`src/rtl/ecc_pkg.sv`:
```
// ecc_pkg
//   Shared definitions for the ECC APB job sequencer:
//   - state_t          : sequencer FSM states
//   - OP_*             : operation encodings carried in req_operation / CONTROL
//   - ADDR_*           : ECC register map offsets
//   - reg_addr()       : register address for a given write index
package ecc_pkg;

  typedef enum logic [2:0] {
    ST_IDLE      = 3'd0,
    ST_SETUP     = 3'd1,
    ST_ACCESS    = 3'd2,
    ST_WAIT_DONE = 3'd3,
    ST_RESP      = 3'd4
  } state_t;

  localparam logic [1:0] OP_ENCODE  = 2'd0;
  localparam logic [1:0] OP_DECODE  = 2'd1;
  localparam logic [1:0] OP_FULL    = 2'd2;
  localparam logic [1:0] OP_ILLEGAL = 2'd3;

  localparam logic [7:0] ADDR_CONTROL    = 8'h00;
  localparam logic [7:0] ADDR_DATA_IN    = 8'h04;
  localparam logic [7:0] ADDR_CODE_WIDTH = 8'h08;
  localparam logic [7:0] ADDR_NOISE      = 8'h0C;

  // CONTROL sits at the last index on purpose: writing it kicks off the
  // ECC operation, so every operand register must already be loaded.
  function automatic logic [7:0] reg_addr(input logic [1:0] idx);
    case (idx)
      2'd0:    reg_addr = ADDR_DATA_IN;
      2'd1:    reg_addr = ADDR_CODE_WIDTH;
      2'd2:    reg_addr = ADDR_NOISE;
      default: reg_addr = ADDR_CONTROL;
    endcase
  endfunction

endpackage

```
`src/rtl/ecc_timeout_counter.sv`:
```
// ecc_timeout_counter
//   Saturating wait counter used while the sequencer waits for the ECC
//   engine to finish.
//   Ports:
//     clk     in  clock
//     reset   in  synchronous active-high reset
//     clear   in  restart the count from zero
//     enable  in  advance the count by one (holds at the last value)
//     expired out count has reached TIMEOUT_CYCLES-1
module ecc_timeout_counter #(
  parameter int TIMEOUT_CYCLES = 1024
) (
  input  logic clk,
  input  logic reset,
  input  logic clear,
  input  logic enable,
  output logic expired
);

  localparam int CW = (TIMEOUT_CYCLES > 1) ? $clog2(TIMEOUT_CYCLES) : 1;
  localparam logic [CW-1:0] LAST = CW'(TIMEOUT_CYCLES - 1);

  logic [CW-1:0] count_reg;

  // Saturates at LAST so a long stall can never wrap back to "not expired".
  always_ff @(posedge clk) begin
    if (reset || clear) begin
      count_reg <= '0;
    end else if (enable && (count_reg != LAST)) begin
      count_reg <= count_reg + 1'b1;
    end
  end

  assign expired = (count_reg == LAST);

endmodule

```
`src/rtl/ecc_apb_sequencer.sv`:
```
// ecc_apb_sequencer
//   Accepts one ECC job at a time, programs the ECC block over APB
//   (DATA_IN, CODE_WIDTH, NOISE, then CONTROL), waits for operation_done
//   with a timeout, and offers the captured result on a valid/ready port.
//   Ports:
//     clk, reset                         clock, synchronous active-high reset
//     req_valid/req_ready                job handshake
//     req_operation/code_width/data/noise job fields
//     paddr/psel/penable/pwrite/pwdata   APB master (writes only, no wait states)
//     operation_done/data_out/num_of_errors  ECC completion inputs
//     resp_valid/resp_ready              result handshake
//     resp_data/resp_num_errors/resp_timeout  captured result
//     busy                               sequencer not idle
module ecc_apb_sequencer
  import ecc_pkg::*;
#(
  parameter int AMBA_WORD       = 32,
  parameter int AMBA_ADDR_WIDTH = 20,
  parameter int DATA_WIDTH      = 32,
  parameter int TIMEOUT_CYCLES  = 1024
) (
  input  logic                       clk,
  input  logic                       reset,
  input  logic                       req_valid,
  output logic                       req_ready,
  input  logic [1:0]                 req_operation,
  input  logic [1:0]                 req_code_width,
  input  logic [AMBA_WORD-1:0]       req_data,
  input  logic [AMBA_WORD-1:0]       req_noise,
  output logic [AMBA_ADDR_WIDTH-1:0] paddr,
  output logic                       psel,
  output logic                       penable,
  output logic                       pwrite,
  output logic [AMBA_WORD-1:0]       pwdata,
  input  logic                       operation_done,
  input  logic [DATA_WIDTH-1:0]      data_out,
  input  logic [1:0]                 num_of_errors,
  output logic                       resp_valid,
  input  logic                       resp_ready,
  output logic [DATA_WIDTH-1:0]      resp_data,
  output logic [1:0]                 resp_num_errors,
  output logic                       resp_timeout,
  output logic                       busy
);

  state_t                  state_reg, state_next;
  logic [1:0]              idx_reg, idx_next;
  logic [1:0]              op_reg, op_next;
  logic [1:0]              cw_reg, cw_next;
  logic [AMBA_WORD-1:0]    data_reg, data_next;
  logic [AMBA_WORD-1:0]    noise_reg, noise_next;
  logic [DATA_WIDTH-1:0]   resp_data_reg, resp_data_next;
  logic [1:0]              resp_nerr_reg, resp_nerr_next;
  logic                    resp_to_reg, resp_to_next;

  logic                    cnt_clear;
  logic                    cnt_enable;
  logic                    cnt_expired;
  logic [AMBA_WORD-1:0]    wr_data;

  ecc_timeout_counter #(
    .TIMEOUT_CYCLES (TIMEOUT_CYCLES)
  ) u_timeout (
    .clk     (clk),
    .reset   (reset),
    .clear   (cnt_clear),
    .enable  (cnt_enable),
    .expired (cnt_expired)
  );

  always_ff @(posedge clk) begin
    if (reset) begin
      state_reg     <= ST_IDLE;
      idx_reg       <= '0;
      op_reg        <= '0;
      cw_reg        <= '0;
      data_reg      <= '0;
      noise_reg     <= '0;
      resp_data_reg <= '0;
      resp_nerr_reg <= '0;
      resp_to_reg   <= 1'b0;
    end else begin
      state_reg     <= state_next;
      idx_reg       <= idx_next;
      op_reg        <= op_next;
      cw_reg        <= cw_next;
      data_reg      <= data_next;
      noise_reg     <= noise_next;
      resp_data_reg <= resp_data_next;
      resp_nerr_reg <= resp_nerr_next;
      resp_to_reg   <= resp_to_next;
    end
  end

  // Write data for the current index; mirrors the order in reg_addr().
  always_comb begin
    case (idx_reg)
      2'd0:    wr_data = data_reg;
      2'd1:    wr_data = AMBA_WORD'(cw_reg);
      2'd2:    wr_data = noise_reg;
      default: wr_data = AMBA_WORD'(op_reg);
    endcase
  end

  always_comb begin
    state_next     = state_reg;
    idx_next       = idx_reg;
    op_next        = op_reg;
    cw_next        = cw_reg;
    data_next      = data_reg;
    noise_next     = noise_reg;
    resp_data_next = resp_data_reg;
    resp_nerr_next = resp_nerr_reg;
    resp_to_next   = resp_to_reg;
    cnt_clear      = 1'b0;
    cnt_enable     = 1'b0;
    req_ready      = 1'b0;
    psel           = 1'b0;
    penable        = 1'b0;
    pwrite         = 1'b0;
    paddr          = '0;
    pwdata         = '0;

    case (state_reg)
      ST_IDLE: begin
        req_ready = 1'b1;
        if (req_valid) begin
          op_next    = req_operation;
          cw_next    = req_code_width;
          data_next  = req_data;
          noise_next = req_noise;
          idx_next   = 2'd0;
          if (req_operation == OP_ILLEGAL) begin
            // Illegal jobs are answered immediately as a failed job so the
            // consumer always gets exactly one response per request.
            state_next     = ST_RESP;
            resp_to_next   = 1'b1;
            resp_data_next = '0;
            resp_nerr_next = '0;
          end else begin
            state_next = ST_SETUP;
          end
        end
      end

      ST_SETUP: begin
        psel       = 1'b1;
        pwrite     = 1'b1;
        paddr      = AMBA_ADDR_WIDTH'(reg_addr(idx_reg));
        pwdata     = wr_data;
        state_next = ST_ACCESS;
      end

      ST_ACCESS: begin
        psel    = 1'b1;
        penable = 1'b1;
        pwrite  = 1'b1;
        paddr   = AMBA_ADDR_WIDTH'(reg_addr(idx_reg));
        pwdata  = wr_data;
        if (idx_reg == 2'd3) begin
          state_next = ST_WAIT_DONE;
          cnt_clear  = 1'b1;
        end else begin
          idx_next   = idx_reg + 2'd1;
          state_next = ST_SETUP;
        end
      end

      ST_WAIT_DONE: begin
        cnt_enable = 1'b1;
        // operation_done wins over a simultaneous expiry.
        if (operation_done) begin
          resp_data_next = data_out;
          resp_nerr_next = num_of_errors;
          resp_to_next   = 1'b0;
          state_next     = ST_RESP;
        end else if (cnt_expired) begin
          resp_data_next = '0;
          resp_nerr_next = '0;
          resp_to_next   = 1'b1;
          state_next     = ST_RESP;
        end
      end

      ST_RESP: begin
        // req_ready stays low here, so a new job waits until IDLE.
        if (resp_ready) begin
          state_next = ST_IDLE;
        end
      end

      default: begin
        state_next = ST_IDLE;
      end
    endcase
  end

  assign resp_valid      = (state_reg == ST_RESP);
  assign resp_data       = resp_data_reg;
  assign resp_num_errors = resp_nerr_reg;
  assign resp_timeout    = resp_to_reg;
  assign busy            = (state_reg != ST_IDLE);

endmodule

```
`config.mk`:
```
export PLATFORM = sky130hd
export DESIGN_NAME = ecc_apb_sequencer
export DESIGN_NICKNAME = d
export VERILOG_FILES = /design/src/rtl/ecc_pkg.sv /design/src/rtl/ecc_timeout_counter.sv /design/src/rtl/ecc_apb_sequencer.sv
export SDC_FILE = /design/constraint.sdc
export NUM_CORES = 1
export LEC_CHECK = 0
export ABC_AREA = 1
export CAP_MARGIN = 10
export CORE_MARGIN = 2
export CORE_UTILIZATION = 45
export DETAILED_ROUTE_END_ITERATION = 10
export GPL_TIMING_DRIVEN = 0
export PLACE_DENSITY = 0.8
export SETUP_SLACK_MARGIN = 0.2
export SKIP_LAST_GASP = 1
export SLEW_MARGIN = 5
export SYNTH_ARGS = -nofsm -noshare
export SYNTH_HDL_FRONTEND = slang
export SYNTH_SLANG_ARGS = --single-unit
export TNS_END_PERCENT = 100
```
`constraint.sdc`:
```
create_clock -name clk -period 3.7 [get_ports clk]
set_clock_uncertainty 0.1 [all_clocks]
set_input_delay 0.555 -clock clk [delete_from_list [all_inputs] [get_ports clk]]
set_output_delay 0.555 -clock clk [all_outputs]
set_load 0.01 [all_outputs]
```
# == After elaboration in Yosys (flattened, before gate mapping) ==
# Cells that the tools add are included.
# word_totals
regBits,118
input_bits,107
out_inout_bits,93
wordCells,74
# classes
n_addsub,2
eq_ne,15
n_mux,35
reduce_logical,12
# ops
operator,n
$mux 32,5
$pmux 32 s3,1
$pmux 32 s2,1
$mux 3,5
$pmux 3 s5,1
$mux 2,7
$pmux 4 s3,1
$add 10x1->10 const B,1
$eq 10x10->1 const B,1
$mux 1,10
$ne 10x10->1 const B,1
$pmux 2 s2,2
$eq 2x2->1 const B,3
$eq 3x2->1 const B,2
$ne 2x2->1 const B,3
$reduce_and 3->1,2
$mux 4,1
$reduce_and 4->1,1
$reduce_bool 2->1,2
$eq 3x1->1 const B,1
$eq 3x3->1 const B,1
$logic_not 3->1,1
$ne 3x3->1 const B,1
$reduce_bool 3->1,1
9 further kinds,9

# == Longest topological paths before layout ==
# depth
word_depth,4
ltp_mapped,11
ltp_nobuf,10

# == Cells and area by module ==
# A second synthesis with hierarchy kept.
# unflattened
hier_cells,819
area_unflattened_um2,5570.3
# by_module_without_submodules
mod,instances,cells_per_inst,area_per_inst_um2,seq_area_each_um2
ecc_apb_sequencer,1,731,4991.0,2162.1
ecc_timeout_counter,1,88,579.3,200.2

# == Worst setup path after synthesis ==
# Ideal clock, no wire load.
# synth_timing
kind,reg-to-output
startpoint,register idx_reg[0]
endpoint,output port pwdata[22]
t_arrival_ns,1.317
required_ns,3.045
slack_ns,1.728
path_stages_with_launch,7
path_buffers,2
cell_sequence,dfxtp_1 inv_1 ha_1 clkbuf_1 clkbuf_1 nand2_1 a21oi_1
# synth_via
elab_chain_cells,3
elab_cells_between_ends,5
cone_classes,2 x eq/ne; 2 x mux; 1 x reduce/logical
# synth_rtl
item,line,source
start: declaration,ecc_apb_sequencer.sv:47,"logic [1:0] idx_reg, idx_next;"
start signal: assignment,ecc_apb_sequencer.sv:84,idx_reg <= idx_next;
$eq 2x2->1 (tied with other cells),ecc_apb_sequencer.sv:97,case (idx_reg)
$pmux 32 s3 *,ecc_apb_sequencer.sv:97,
$mux 32 *,ecc_apb_sequencer.sv:124,case (state_reg)
end: declaration,ecc_apb_sequencer.sv:34,"output logic [AMBA_WORD-1:0] pwdata,"
# Mark *: on every way between the ends. The rest lies on a longest branch, timed or not.

# == Worst setup path after layout ==
# layout_timing
startpoint,register idx_reg[0]
endpoint,output port pwdata[12]
# The elaborated chain is that of the path after synthesis.

==> load_flow_metrics.sql <==
INSERT INTO impl_metrics (metric_group, metric, value, unit) VALUES
('outcome', 'run_status', 'finished, final reports clean', ''),
('yosys', 'ys_async_sr_fraction', '0', '%'),
('clocking', 'root_buffer', 'clkbuf_16', ''),
('drt', 'drt.antenna.violating_nets', '0', ''),
('placed_design', 'detailedPlacementHpwl', '12.25', 'mm'),
('die', 'chipWidth', '118.0', 'um'),
('placed_design', 'dp.cells', '1240', ''),
('clocking', 'cts_setup_buffers', '0', ''),
('yosys', 'synth_edf_count', '0', ''),
('worst_setup_path', 'regToRegStartpoint', 'u_timeout.count_reg[0]', ''),
('timing', 'fmax', '298.4', 'MHz'),
('clocking', 'cts_buffers', '17', ''),
('clocking', 'post_cts_resized', '0', ''),
('worst_setup_path', 'worst_r2r_endpoint', 'resp_data[30]', ''),
('drt', 'route.detailed.drc', '0', ''),
('drt', 'wl_per_cell', '13.09', 'um'),
('clocking', 'cts_hold_repair.buffers', '0', ''),
('timing', 'final.min_clock_period', '3352', 'ps'),
('worst_setup_path', 'crit_cells', '7', ''),
('yosys', 'synth_warnings', '0', ''),
('die', 'coreArea', '0.01267', 'sq mm'),
('yosys', 'yosys-top-cells-count', 'nand2_1 (271), dfxtp_1 (118), a21oi_1 (113)', ''),
('yosys', 'yosys_cell_types', '25', ''),
('drt', 'firstDrtPassIters', '6', ''),
('timing', 'report.final.setup_viol', '0', ''),
('grt', 'grt_pass1_wl', '27.08', 'mm'),
('yosys', 'portion_of_the_post_synthesis_area_used_by_sequential_elements', '40.39', '%'),
('clocking', 'cts.path.max_buffers', '2', ''),
('power', 'power.clock.fraction', '38.8', '%'),
('placed_design', 'gpl.final_weighted_congestion', '0.8867', ''),
('clocking', 'cts.clk_slew.worst_paths', '50', 'ps'),
('placed_design', 'post-place-ws', '849.0', 'ps'),
('grt', 'grt_pass1_vias', '5584', ''),
('power', 'power.share.switching', '28.43', '%'),
('timing', 'totalNegativeSetupSlack', '0', 'ps'),
('power', 'switchingPower', '1104', 'uW'),
('worst_setup_path', 'critPathRequiredTime', '3040', 'ps'),
('grt', 'grt_start_max_net_pins', '17', ''),
('worst_setup_path', 'regToRegSetupSlack', '2000', 'ps'),
('placed_design', 'post_detailed_placement_cell_area', '0.007920', 'sq mm'),
('grt', 'grt_antenna_before_repair', '0', ''),
('worst_setup_path', 'critical_path_endpoint_category', 'primary output', ''),
('yosys', 'yosysTopAreaCell', 'dfxtp_1', ''),
('clocking', 'clock_latency', '410', 'ps'),
('yosys', 'mux_share_of_post_synthesis_cell_area', '0', '%'),
('timing', 'fin_crit_sh', '90.58', '%'),
('hold_path', 'hold_path.class', 'reg2reg', ''),
('timing', 'report.final.hold_viol_count', '0', ''),
('power', 'cellPowerDensity', '459.0', 'mW/mm^2'),
('worst_setup_path', 'crit_chain', 'inv_1 -> ha_1 -> clkbuf_1 -> clkbuf_1 -> nand2_1 -> a21oi_1 -> clkdlybuf4s50_1', ''),
('clocking', 'cts_tree', 'yes', ''),
('finish', 'antenna_cells', '0', ''),
('timing', 'drv_slew', '0', ''),
('yosys', 'synth_compound_area_share', '11.34', '%'),
('yosys', 'post_synth_fa_ha_maj_area_fraction', '1.283', '%'),
('drt', 'route.vias.total', '6137', ''),
('yosys', 'syn_area', '0.005849', 'sq mm'),
('yosys', 'syn_area_per_cell', '6.708', 'sq um'),
('yosys', 'synth_top_family_by_area', 'simple AND/OR/NAND/NOR gates', ''),
('yosys', 'ys_seq_elements', '118', ''),
('finish', 'final_layout_size_suffix_gt1_share', '8.917', '%'),
('worst_setup_path', 'critical-path-slowest-cell', 'clkdlybuf4s50_1', ''),
('die', 'pin_count', '200', ''),
('power', 'p_leak', '0.003393', 'uW'),
('hold_path', 'min_to', 'resp_timeout', ''),
('yosys', 'synthMostInstantiatedCell', 'nand2_1', ''),
('timing', 'max-slew-margin-rel', '62.70', '%'),
('yosys', 'post_synth_main_area_contributors', 'dfxtp_1 (40%), nand2_1 (17%), a21oi_1 (9.7%), nand3_1 (6.2%), inv_1 (5.6%)', ''),
('yosys', 'post_synth_xor_xnor_area', '0.1497', '%'),
('hold_path', 'hold_path_startpoint', 'resp_timeout', ''),
('placed_design', 'place.port_buffers', '179', '');
-- kinds of logic (layout without fill, tap and decap cells) --
logic type               after synthesis  count (layout)
adder cells (fa/ha/maj)                6               6
AND/OR/NAND/NOR                      445             445
XOR/XNOR                               1               1
AO/OA/AOI/OAI                        129             129
buffers and inverters                172             382
flip-flops                           118             118
other                                  1              18
-- per-layer routing --
layer / global-route usage, % / up-vias / share of wire [%]
li1: - / 3158 / -
met4: 8.133 / 0 / 1.2
met2: 39.03 / 265 / 46
met1: 30.69 / 2701 / 45
met5: 0 / - / 0
met3: 6.638 / 13 / 8.3
-- worst max path at each step --
stage,start,end,slack [ps]
after floorplan,idx_reg[0],pwdata[22],1730
final,idx_reg[0],pwdata[12],350
after detailed placement,idx_reg[0],pwdata[12],850
after CTS,idx_reg[0],pwdata[12],370
after global routing,idx_reg[0],pwdata[12],210
after global placement,idx_reg[0],pwdata[12],850
-- final cells by class --
cell class	count	area, sq um
repair buffers	179	1792
clock buffers	27	493.0
well taps	172	215.2
plain buffers	81	495.5
inverters	91	341.6
fillers	1122	4213
clock inverters	4	45.04
flip-flops and latches	118	2362
multi-input cells	599	2714
-- power groups by stage --
stage / Sequential, uW / Clock (uW) / Combinational, uW
global placement: 1470 / 0 / 915
global route: 1460 / 1590 / 1030
detailed placement: 1470 / 0 / 923
CTS: 1450 / 1530 / 929
finish: 1450 / 1510 / 927
floorplan: 1480 / 0 / 522
-- layout by cell type (no fill, tap or decap), drive strengths merged, types with 6 or more instances in the layout --
cell,count
a21oi,113
buf,57
clkbuf,51
clkdlybuf4s50,179
conb,18
dfxtp,118
ha,6
inv,91
nand2,273
nand3,76
nand4,30
nor2,65
o21ai,12
-- worst min-delay path: cells and delay by family (launching register included) --
kind / cells / cell delay, ps
buffers and inverters: 1 / 50
AO/OA/AOI/OAI: 1 / 50
flip-flops: 1 / 300
-- through the flow --
step,power (uW),utilization (%),hold slack (ps)
after detailed placement,2392,62.51,345.9
after floorplan,1998,-,336.1
final,3882,66.75,348.7
after global placement,2381,62.51,338.1
after CTS,3909,66.75,354.4
after global routing,4075,66.75,372.6
(Power assumes the default switching activity.)
